[src/rtl/run_sequencer.sv]
`default_nettype none
// +--------------------------------------------------------------------------+
// | run_sequencer: clears data memory, preloads operands, launches the CPU, |
// | watches for halt (with watchdog) and streams a window of results out.   |
// | Revision: 1.0                                                            |
// +--------------------------------------------------------------------------+
module run_sequencer #(
  parameter int DW        = 8,
  parameter int AW        = 8,
  parameter int CW        = 16,
  parameter int START_CYC = 2,
  parameter int TIMEOUT   = 50000,
  parameter int RES_BASE  = 4,
  parameter int RES_N     = 3
) (
  input  logic          CLK,
  input  logic          Reset,
  input  logic          go,
  input  logic          ld_valid,
  output logic          ld_ready,
  input  logic [AW-1:0] ld_addr,
  input  logic [DW-1:0] ld_data,
  input  logic          ld_last,
  output logic          cpu_start,
  input  logic          cpu_halt,
  output logic          mem_own,
  output logic [AW-1:0] mem_addr,
  output logic          mem_wr_en,
  output logic [DW-1:0] mem_wr_data,
  input  logic [DW-1:0] mem_rd_data,
  output logic          res_valid,
  input  logic          res_ready,
  output logic [AW-1:0] res_addr,
  output logic [DW-1:0] res_data,
  output logic          busy,
  output logic          done,
  output logic          timeout,
  output logic [CW-1:0] cycle_count
);

  localparam int IDX_W = $clog2(RES_N + 1);
  localparam int LW    = $clog2(START_CYC + 1);
  localparam logic [AW-1:0]    BASE        = AW'(RES_BASE);
  localparam logic [CW-1:0]    TMO         = CW'(TIMEOUT);
  localparam logic [CW-1:0]    CMAX        = '1;
  localparam logic [IDX_W-1:0] LAST_IDX    = IDX_W'(RES_N - 1);
  localparam logic [LW-1:0]    LAUNCH_LAST = LW'(START_CYC - 1);

  typedef enum logic [2:0] {
    S_IDLE   = 3'd0,
    S_CLEAR  = 3'd1,
    S_LOAD   = 3'd2,
    S_LAUNCH = 3'd3,
    S_RUN    = 3'd4,
    S_DUMP   = 3'd5,
    S_DONE   = 3'd6
  } state_t;

  state_t           state;
  logic [AW-1:0]    clr_addr;
  logic [IDX_W-1:0] idx;
  logic [LW-1:0]    lcnt;
  logic             ld_fire;
  logic             res_fire;

  assign ld_fire  = ld_valid & ld_ready;
  assign res_fire = res_valid & res_ready;
  assign res_addr = BASE + AW'(idx);
  assign res_data = mem_rd_data;

  // Reset gates the write strobe combinationally so an aborted run never
  // commits the word that was in flight on the reset cycle.
  always_comb begin
    mem_addr    = res_addr;
    mem_wr_en   = 1'b0;
    mem_wr_data = '0;
    case (state)
      S_CLEAR: begin
        mem_addr  = clr_addr;
        mem_wr_en = 1'b1;
      end
      S_LOAD: begin
        mem_addr    = ld_addr;
        mem_wr_en   = ld_valid;
        mem_wr_data = ld_data;
      end
      default: ;
    endcase
    if (Reset) mem_wr_en = 1'b0;
  end

  always_ff @(posedge CLK) begin
    if (Reset) begin
      state       <= S_IDLE;
      clr_addr    <= '0;
      idx         <= '0;
      lcnt        <= '0;
      cpu_start   <= 1'b1;
      mem_own     <= 1'b0;
      ld_ready    <= 1'b0;
      res_valid   <= 1'b0;
      busy        <= 1'b0;
      done        <= 1'b0;
      timeout     <= 1'b0;
      cycle_count <= '0;
    end else begin
      case (state)
        S_IDLE, S_DONE: begin
          if (go) begin
            state       <= S_CLEAR;
            mem_own     <= 1'b1;
            busy        <= 1'b1;
            done        <= 1'b0;
            timeout     <= 1'b0;
            cycle_count <= '0;
            clr_addr    <= '0;
            idx         <= '0;
          end
        end
        S_CLEAR: begin
          clr_addr <= clr_addr + 1'b1;
          if (clr_addr == '1) begin
            state    <= S_LOAD;
            ld_ready <= 1'b1;
          end
        end
        S_LOAD: begin
          if (ld_fire && ld_last) begin
            state    <= S_LAUNCH;
            ld_ready <= 1'b0;
            mem_own  <= 1'b0;
            lcnt     <= '0;
          end
        end
        S_LAUNCH: begin
          lcnt <= lcnt + 1'b1;
          if (lcnt == LAUNCH_LAST) begin
            state     <= S_RUN;
            cpu_start <= 1'b0;
          end
        end
        S_RUN: begin
          // Halt is checked first so it wins over a coincident watchdog expiry.
          if (cpu_halt || cycle_count == TMO) begin
            state     <= S_DUMP;
            cpu_start <= 1'b1;
            mem_own   <= 1'b1;
            res_valid <= 1'b1;
            idx       <= '0;
            timeout   <= ~cpu_halt;
          end else if (cycle_count != CMAX) begin
            cycle_count <= cycle_count + 1'b1;
          end
        end
        S_DUMP: begin
          if (res_fire) begin
            idx <= idx + 1'b1;
            if (idx == LAST_IDX) begin
              state     <= S_DONE;
              res_valid <= 1'b0;
              mem_own   <= 1'b0;
              busy      <= 1'b0;
              done      <= 1'b1;
            end
          end
        end
        default: state <= S_IDLE;
      endcase
    end
  end

endmodule
`default_nettype wire

[config.mk]
export PLATFORM = sky130hd
export DESIGN_NAME = run_sequencer
export DESIGN_NICKNAME = d
export VERILOG_FILES = /design/src/rtl/run_sequencer.sv
export SDC_FILE = /design/constraint.sdc
export NUM_CORES = 1
export LEC_CHECK = 0
export BUFFER_PORTS_ARGS = -buffer_cell sky130_fd_sc_hd__buf_4
export CORE_UTILIZATION = 25
export DETAILED_ROUTE_END_ITERATION = 12
export PLACE_DENSITY = 0.53
export SYNTH_ARGS = -nofsm -noshare
export SYNTH_HDL_FRONTEND = slang
export SYNTH_SLANG_ARGS = --single-unit
[constraint.sdc]
create_clock -name CLK -period 3.45 [get_ports CLK]
set_clock_uncertainty 0.1 [all_clocks]
set_input_delay 0.5175 -clock CLK [delete_from_list [all_inputs] [get_ports CLK]]
set_output_delay 0.5175 -clock CLK [all_outputs]
set_load 0.01 [all_outputs]
==> results of run 1 <==
[registers in the layout, indices dropped and copies added (netlist names)]
name	flops
cycle_count	16
clr_addr	8
state	3
idx	2
lcnt	2
busy	1
cpu_start	1
done	1
ld_ready	1
mem_own	1
res_valid	1
timeout	1
[cell usage in the layout, fill, tap and decap left out, types with 6 or more instances in the layout]
cell type,n
nand3_1,17
and2_1,10
or3_1,6
o21ai_0,14
nor2_1,26
nor3_1,6
conb_1,6
ha_1,6
nand2_1,19
a21oi_1,17
inv_1,8
nand4_1,9
dfxtp_1,38
and3_1,8
buf_4,68
[logic make-up after synthesis]
kind of cell | share of synthesized area
adders and majority gates | 0.03069
other | 0.003070
xor gates and xnor gates | 0.02148
buffers and inverters | 0.08184
muxes | 0.01688
and+or+nand+nor | 0.3223
DFF | 0.3110
AOI/OAI and AO/OA | 0.2128
[Yosys cell counts (4+ instances only)]
cell       n
nor2_1    26
nor4_1     4
and2_1    10
a22o_1     5
and3_1     8
ha_1       6
and4_1     5
or3_1      6
nor3_1     6
nand3b_1   4
dfxtp_1   38
a31oi_1    5
buf_4     14
buf_2      4
nand3_1   17
a311oi_1   4
nand4_1    9
xnor2_1    5
o21ai_0   14
nor3b_1    6
clkbuf_1   9
a21oi_1   17
nand2_1   19
inv_1      8
[power groups by stage]
stage	Combinational [mW]	Clock, mW	Sequential (mW)
after floorplan	0.450	0	0.501
after global placement	0.612	0	0.537
after detailed placement	0.615	0	0.538
after CTS	0.620	0.324	0.528
after global routing	0.690	0.336	0.536
final	0.622	0.313	0.528
[path summary, 6_finish.rpt]
path / startpoint / to / slack, ps
min: cpu_halt / timeout / 350
min reg2reg: mem_own / mem_own / 380
max: state[0] / mem_addr[1] / 650
max reg2reg: state[0] / state[0] / 940
[stage by stage]
stage	total power, mW	hold WS (ps)	util	cell area, um^2	setup WS [ps]
floorplan	0.9516	356.0	-	2461	1244
global placement	1.150	370.4	0.3180	2980	970.3
detailed placement	1.153	371.1	0.3180	2980	968.6
CTS	1.472	339.2	0.3272	3067	640.1
global route	1.563	353.9	0.3272	3067	471.7
finish	1.463	346.6	0.3272	3067	654.8
[routing by layer]
layer  vias to the layer above  share of wire
li1                       1222              -
met2                        67           0.47
met5                         -              0
met4                         0          0.018
met1                      1167           0.47
met3                         9          0.046
[area by class of cell]
class	instances	area, um^2	area share
multi-input cells	232	1510	0.4925
clock inverters	2	13.76	0.004488
flip-flops and latches	38	760.7	0.2481
well taps	129	161.4	0.05263
clock buffers	6	72.57	0.02366
inverters	10	37.54	0.01224
repair buffers	68	510.5	0.1665
==> results_dict.tcl, run 1 <==
set metrics [dict create \
    final_nets 392 \
    rr_worst_depth 5 \
    grt-ovfl-total 0 \
    crit_cells 5 \
    post-route-min-period_ps 2795 \
    cp.required_ps 2830 \
    fillers 1014 \
    ant_nets 0 \
    cp.arrival_ps 2180 \
    die_w_um 100.9 \
    powerDensity_nw_per_um2 477.1 \
    io_buffers 64 \
    ir_drop_mv 0.1474 \
    avgSynthCellArea_um2 8.046 \
    holdPathStages 2 \
    gr-usage-all-layers 0.1456 \
    antenna_found_initial 0 \
    crit_family "simple AND/OR/NAND/NOR gates" \
    critPathMaxFanout 17 \
    path_cells "nor3b_2 > buf_4 > a22oi_1 > nand2_1 > buf_4" \
    cts_setup_buffers 0 \
    finalCritPeriodShare 0.8102 \
    wire_per_inst_um 15.00 \
    sw_frac_of_total 0.4082 \
    clock-root-buffer "clkbuf_8" \
    drt_iter0_markers 187 \
    combPwrFrac 0.425 \
    first_global_vias 2275 \
    p_int_mw 0.8659 \
    path_class "flip-flop to output port" \
    worst_slew_pin_slew_ps 766.9 \
    gp_congestion 0.8455 \
    dpl.hpwl_um 5344 \
    synth_top_area_frac 0.3110 \
    finalHoldViolations 0 \
    grt_max_degree 32 \
    crit_path_start_kind "flip-flop" \
    clk_latency_ps 300 \
    grt_pass1_wl_um 11650 \
    cts_max_path_buffers 2 \
    p_leak_nw 1.207 \
    worstHoldPathType "input port to flip-flop" \
    drt-total-wl_um 7274 \
    tritoncts "built" \
    syn-cell-area_um2 2446 \
    area_growth_pct 25.37 \
    cts_resized 0 \
    cts_hold_buf 0 \
    grt.busiest_layer "met2" \
    cpMostUsedCell "buf_4" \
    setup_tns_ps 0 \
    async_flop_share 0 \
    path_buf_inv 2 \
    drive_above_1_share 0.2472 \
    cap_violations 0 \
    dr.pass1.iters 4 \
    numClockSinks 38 \
    vias 2465 \
    initial_utilization 0.2610 \
    synth_edf_count 0 \
    die_h_um 100.9 \
    maxSlewViolCount 0 \
    core_um2 9371 \
    finalSetupViolations 0 \
    yosys_warnings 0 \
    place_inst 477 \
    synth_cell_types 60 \
    crit_path_end_kind "output port" \
    fp-row-count 35 \
    io_pins 87 \
    run_status "complete, no violations" \
    cts.clk_slew.worst_paths_ps 70 \
    use_met2 0.2297 \
    diodes 0 \
    layoutNonFillerInstCount 485 \
    critPathSlowestCell "nor3b_2" \
    rsz0062_at_grt "no" \
    clkPwrFrac 0.214 \
    synthTopCellsByArea "dfxtp_1, buf_4, nor2_1" \
    ys_ff_latch 38 \
    drcViolationCount 0 \
    numCtsBuffers 5 \
    relSlewSlack 0.4865 \
    ys.flop_type "dfxtp_1" \
    syn_inst 304 \
    pwr-share-seq 0.361 \
    seq_area_frac_synth 0.3110 \
    die_area_um2 10180 \
    cts_max_level 2 \
    max_stage_delay_ps 730 \
    vias_per_cell 5.082 \
    gr-usage-met3 0.02427 \
    grt.met1_usage 0.2005 \
    fmax_mhz 357.8 \
    p_switching_mw 0.5972 \
    yosysTopAreaCell "dfxtp_1" \
]
Note: power is estimated with default switching activity, not from simulation.
==> run 2: changes to the inputs <==
==> constraint.sdc (replaced) <==
create_clock -name CLK -period 2.7 [get_ports CLK]
set_clock_uncertainty 0.1 [all_clocks]
set_input_delay 0.405 -clock CLK [delete_from_list [all_inputs] [get_ports CLK]]
set_output_delay 0.405 -clock CLK [all_outputs]
set_load 0.01 [all_outputs]
==> run 2 against run 1 <==
Net effect:
- die area did not move
- power is 27% higher
- utilization up 0.20 points
- sequential power is 27% higher
- sequential share of layout area fell by 0.15 points
- final cell count increased by 0.41%
- via count increased by 1.2%
- combinational power up 31%
- clock power increased by 19%
- non-clock buffer count is 3 higher
- first-iteration DRC count shrank 12%
- critical path type unchanged
==> results_dict.tcl, run 2 (synthesis gave the netlist of run 1 again) <==
set metrics [dict create \
    run_status "complete, no violations" \
    io_buffers 64 \
    numClockSinks 38 \
    vias_per_cell 5.123 \
    path_cells "clkinv_1 > or3_1 > nand3_1 > nand2_1 > buf_4" \
    diodes 0 \
    cap_violations 0 \
    die_h_um 100.9 \
    fp-row-count 35 \
    finalSetupViolations 0 \
    use_met2 0.2287 \
    gr-usage-met3 0.02219 \
    fmax_mhz 396.0 \
    finalCritPeriodShare 0.9353 \
    cp.required_ps 2190 \
    maxSlewViolCount 0 \
    core_um2 9371 \
    gp_congestion 0.8944 \
    critPathMaxFanout 13 \
    initial_utilization 0.2610 \
    rsz0062_at_grt "no" \
    reg_top3 "cycle_count (16), clr_addr (8), state (3)" \
    timing.rr.start "cycle_count[0]" \
    dpl.hpwl_um 5423 \
    drt-total-wl_um 7228 \
    drive_above_1_share 0.2486 \
    grt.busiest_layer "met2" \
    ant_nets 0 \
    wire_per_inst_um 14.84 \
    rr_worst_depth 7 \
    setup_tns_ps 0 \
    crit_path_end_kind "output port" \
    fillers 1031 \
    largest_reg_flops 16 \
    p_leak_nw 1.215 \
    grt.met1_usage 0.1976 \
    drcViolationCount 0 \
    final_cell_mix "buf_4, dfxtp_1, nor2_1, nand2_1" \
    max_stage_delay_ps 580 \
    io_pins 87 \
    worstHoldPathType "input port to flip-flop" \
    cts.clk_slew.worst_paths_ps 70 \
    die_w_um 100.9 \
    powerDensity_nw_per_um2 602.6 \
    clock-root-buffer "clkbuf_8" \
    drt_iter0_markers 165 \
    antenna_found_initial 0 \
    ir_drop_mv 0.2075 \
    cts_max_level 2 \
    relSlewSlack 0.5800 \
    cp.arrival_ps 2020 \
    placed_area_um2 3003 \
    vias 2495 \
    worst_slew_pin_slew_ps 623.5 \
    critPathSlowestCell "dfxtp_1" \
    final_area_um2 3085 \
    hold_ws_ps 226.7 \
    clk_latency_ps 290 \
    area_growth_pct 26.14 \
    top_register "cycle_count" \
    finalHoldViolations 0 \
    first_global_vias 2347 \
    die_area_um2 10180 \
    reg2reg_slack_ps 410 \
    crit_path_start_kind "flip-flop" \
    crit_path_end "mem_addr[1]" \
    numCtsBuffers 5 \
    cts_max_path_buffers 2 \
    r2r-end "mem_own" \
    startpoint "state[1]" \
    grt-ovfl-total 0 \
    cts_setup_buffers 0 \
    grt_pass1_wl_um 11630 \
    dr.pass1.iters 4 \
    final_nets 395 \
    post-route-min-period_ps 2525 \
    mostFrequentLayoutCell "buf_4" \
    grt_max_degree 32 \
    gr-usage-all-layers 0.1453 \
    tritoncts "built" \
    path_class "flip-flop to output port" \
]
==> run 2: changes by cell type in the layout (fill, tap and decap cells not counted) <==
cell	before	now
buf_4	68	71
clkinv_2	1	0
nor3b_4	0	1
clkbuf_1	1	2
nor3b_2	2	1
clkinv_4	1	0
==> run 2: report_power, final <==
part / internal (mW) / switching, mW / total, mW
clock: 0.178 / 0.196 / 0.374
combinational: 0.336 / 0.479 / 0.815
sequential: 0.599 / 0.0715 / 0.671
total: 1.11 / 0.746 / 1.86
==> run 2: worst min path at each step <==
| stage | from | endpoint | slack (ps) | cells past startpoint |
|---|---|---|---|---|
| global route | cpu_halt | timeout | 230 | 2 |
| detailed placement | lcnt[0] | lcnt[0] | 380 | 2 |
| finish | cpu_halt | timeout | 230 | 2 |
| CTS | cpu_halt | timeout | 220 | 2 |
| floorplan | lcnt[0] | lcnt[0] | 360 | 2 |
| global placement | lcnt[0] | lcnt[0] | 360 | 2 |
==> run 2: metal layers <==
metal / wire length (um) / up-vias
met4: 155 / 0
met1: 3374 / 1196
li1: - / 1227
met2: 3391 / 55
met5: 0 / -
met3: 308 / 17
==> run 2: repair_timing <==
item	CTS	global route
hold buffers	0	0
gates resized for setup	0	1
endpoints found under the setup margin	0	5
==> run 2: cell type report <==
cell class | instances | area [um^2] | share of cell area
Multi-Input combinational cell | 232 | 1516 | 0.4915
Sequential cell | 38 | 760.7 | 0.2466
Timing Repair Buffer | 71 | 533.0 | 0.1727
Tap cell | 129 | 161.4 | 0.05231
Clock buffer | 7 | 76.32 | 0.02474
Inverter | 10 | 37.54 | 0.01217
==> run 2: critical path: cells and delay by family (launching register included) <==
family | cells | cell delay (ps)
buf+inv | 2 | 470
simple gates | 3 | 670
flops | 1 | 580
==> run 2: per-stage QoR <==
| step | total power [mW] | worst slack [ps] | std cells | utilization |
|---|---|---|---|---|
| 2_1_floorplan | 1.216 | 593.8 | 308 | - |
| 3_3_place_gp | 1.485 | 485.5 | 480 | 0.3204 |
| 3_5_place_dp | 1.482 | 458.2 | 480 | 0.3204 |
| 4_1_cts | 1.861 | 166.5 | 487 | 0.3286 |
| 5_1_grt | 1.985 | 45.13 | 487 | 0.3292 |
| 6_report | 1.859 | 174.7 | 487 | 0.3292 |
==> run 3: changes to the inputs <==
--- a/config.mk
+++ b/config.mk
@@ -5,7 +5,7 @@
 export SDC_FILE = /design/constraint.sdc
 export NUM_CORES = 1
 export LEC_CHECK = 0
-export BUFFER_PORTS_ARGS = -buffer_cell sky130_fd_sc_hd__buf_4
+export BUFFER_PORTS_ARGS = -buffer_cell sky130_fd_sc_hd__clkbuf_2
 export CORE_UTILIZATION = 25
 export DETAILED_ROUTE_END_ITERATION = 12
 export PLACE_DENSITY = 0.53
==> run 3 against run 2 <==
Net effect:
- non-clock buffer count increased by 2
- first-iteration DRC count increased by 12%
- die area is the same
- setup slack lost 10 ps
- largest cell class unchanged
- combinational power is 4.8% lower
- power about the same
- sequential power hardly changed
- register-to-register slack about the same
==> results_dict.tcl, run 3 (synthesis gave the netlist of run 1 again) <==
set metrics [dict create \
    largest_reg_flops 16 \
    gp_congestion 0.8795 \
    cp.arrival_ps 2030 \
    cts_hold_buf 0 \
    die_area_um2 10180 \
    wire_per_inst_um 14.52 \
    post-route-min-period_ps 2535 \
    antenna_found_initial 0 \
    vias 2506 \
    final_cell_mix "clkbuf_2, dfxtp_1, nor2_1, nand2_1" \
    area_growth_pct 20.56 \
    reg_top3 "cycle_count (16), clr_addr (8), state (3)" \
    cp.required_ps 2190 \
    cts_resized 0 \
    finalCritPeriodShare 0.9390 \
    tritoncts "built" \
    drcViolationCount 0 \
    first_global_vias 2309 \
    dpl.hpwl_um 5357 \
    path_class "flip-flop to output port" \
    p_leak_nw 1.188 \
    crit_path_start_kind "flip-flop" \
    io_pins 87 \
    numCtsBuffers 5 \
    setup_tns_ps 0 \
    clock-root-buffer "clkbuf_8" \
    cts_setup_buffers 0 \
    grt_max_degree 21 \
    mostFrequentLayoutCell "clkbuf_2" \
    layoutNonFillerInstCount 490 \
    final_core_util 0.3147 \
    initial_utilization 0.2610 \
    die_w_um 100.9 \
    cts.clk_slew.worst_paths_ps 80 \
    critPathMaxFanout 13 \
    place_ws_ps 432.0 \
    numClockSinks 38 \
    drt_iter0_markers 185 \
    top_register "cycle_count" \
    fmax_mhz 394.4 \
    fp-row-count 35 \
    cap_violations 0 \
    diodes 0 \
    core_um2 9371 \
    crit_path_end_kind "output port" \
    fillers 1009 \
    final_nets 397 \
    maxSlewViolCount 0 \
    clk_latency_ps 300 \
    finalSetupViolations 0 \
    drt-total-wl_um 7114 \
    setup_ws_ps 164.7 \
    hold_ws_ps 261.5 \
    io_buffers 64 \
    ir_drop_mv 0.1937 \
    ant_nets 0 \
    run_status "complete, no violations" \
    multiInputGateArea_um2 1510 \
    finalHoldViolations 0 \
    grt_pass1_wl_um 11770 \
    worstHoldPathType "input port to flip-flop" \
    drive_above_1_share 0.2576 \
    grt-ovfl-total 0 \
    dr.pass1.iters 4 \
    powerDensity_nw_per_um2 630.3 \
    gr-usage-all-layers 0.1473 \
    rsz0062_at_grt "no" \
    register_area_um2 760.7 \
    cts_max_path_buffers 2 \
    vias_per_cell 5.114 \
    cts_max_level 2 \
    place_inst 482 \
    die_h_um 100.9 \
]
==> run 3: cell count changes in the layout (fill, tap and decap cells not counted), sizes merged <==
cell and change:
buf -62, clkinv +1, clkbuf +64
==> run 3: worst paths after layout <==
path             start     endpoint  slack [ps]  cells past startpoint
max           state[1]  mem_addr[1]         160                      5
min           cpu_halt      timeout         260                      2
max reg2reg   state[1]      mem_own         400                      5
min reg2reg  cpu_start    cpu_start         380                      2
==> run 3: area by class of cell <==
| class | count | area share |
|---|---|---|
| Clock buffer | 7 | 0.02927 |
| Clock inverter | 1 | 0.001697 |
| Inverter | 10 | 0.01273 |
| Multi-Input combinational cell | 232 | 0.5121 |
| Sequential cell | 38 | 0.2580 |
| Tap cell | 129 | 0.05473 |
| Timing Repair Buffer | 73 | 0.1315 |
==> run 3: where the power goes <==
group | leakage, nW | internal [mW] | total [mW] | switching, mW
logic | 0.832 | 0.301 | 0.776 | 0.475
clock network | 0.0482 | 0.206 | 0.410 | 0.204
registers | 0.307 | 0.599 | 0.673 | 0.0740
==> run 3: metrics by stage <==
stage	cell area (um^2)	power [mW]
CTS	2949	1.863
global placement	2858	1.446
global route	2949	1.996
finish	2949	1.859
detailed placement	2858	1.449
floorplan	2461	1.216
==> run 3: worst max-delay path, stage by stage (launching register included) <==
cell	delay, ps
dfxtp_1	590
clkinv_1	350
or3_1	490
nand3_1	120
nand2_1	60
clkbuf_2	130
==> run 3: per-layer routing <==
metal | wire length [um] | GRT usage | vias up
li1 | - | - | 1229
met1 | 3289 | 0.2024 | 1188
met2 | 3227 | 0.2244 | 80
met3 | 473 | 0.03190 | 9
met4 | 124 | 0.05574 | 0
met5 | 0 | 0 | -
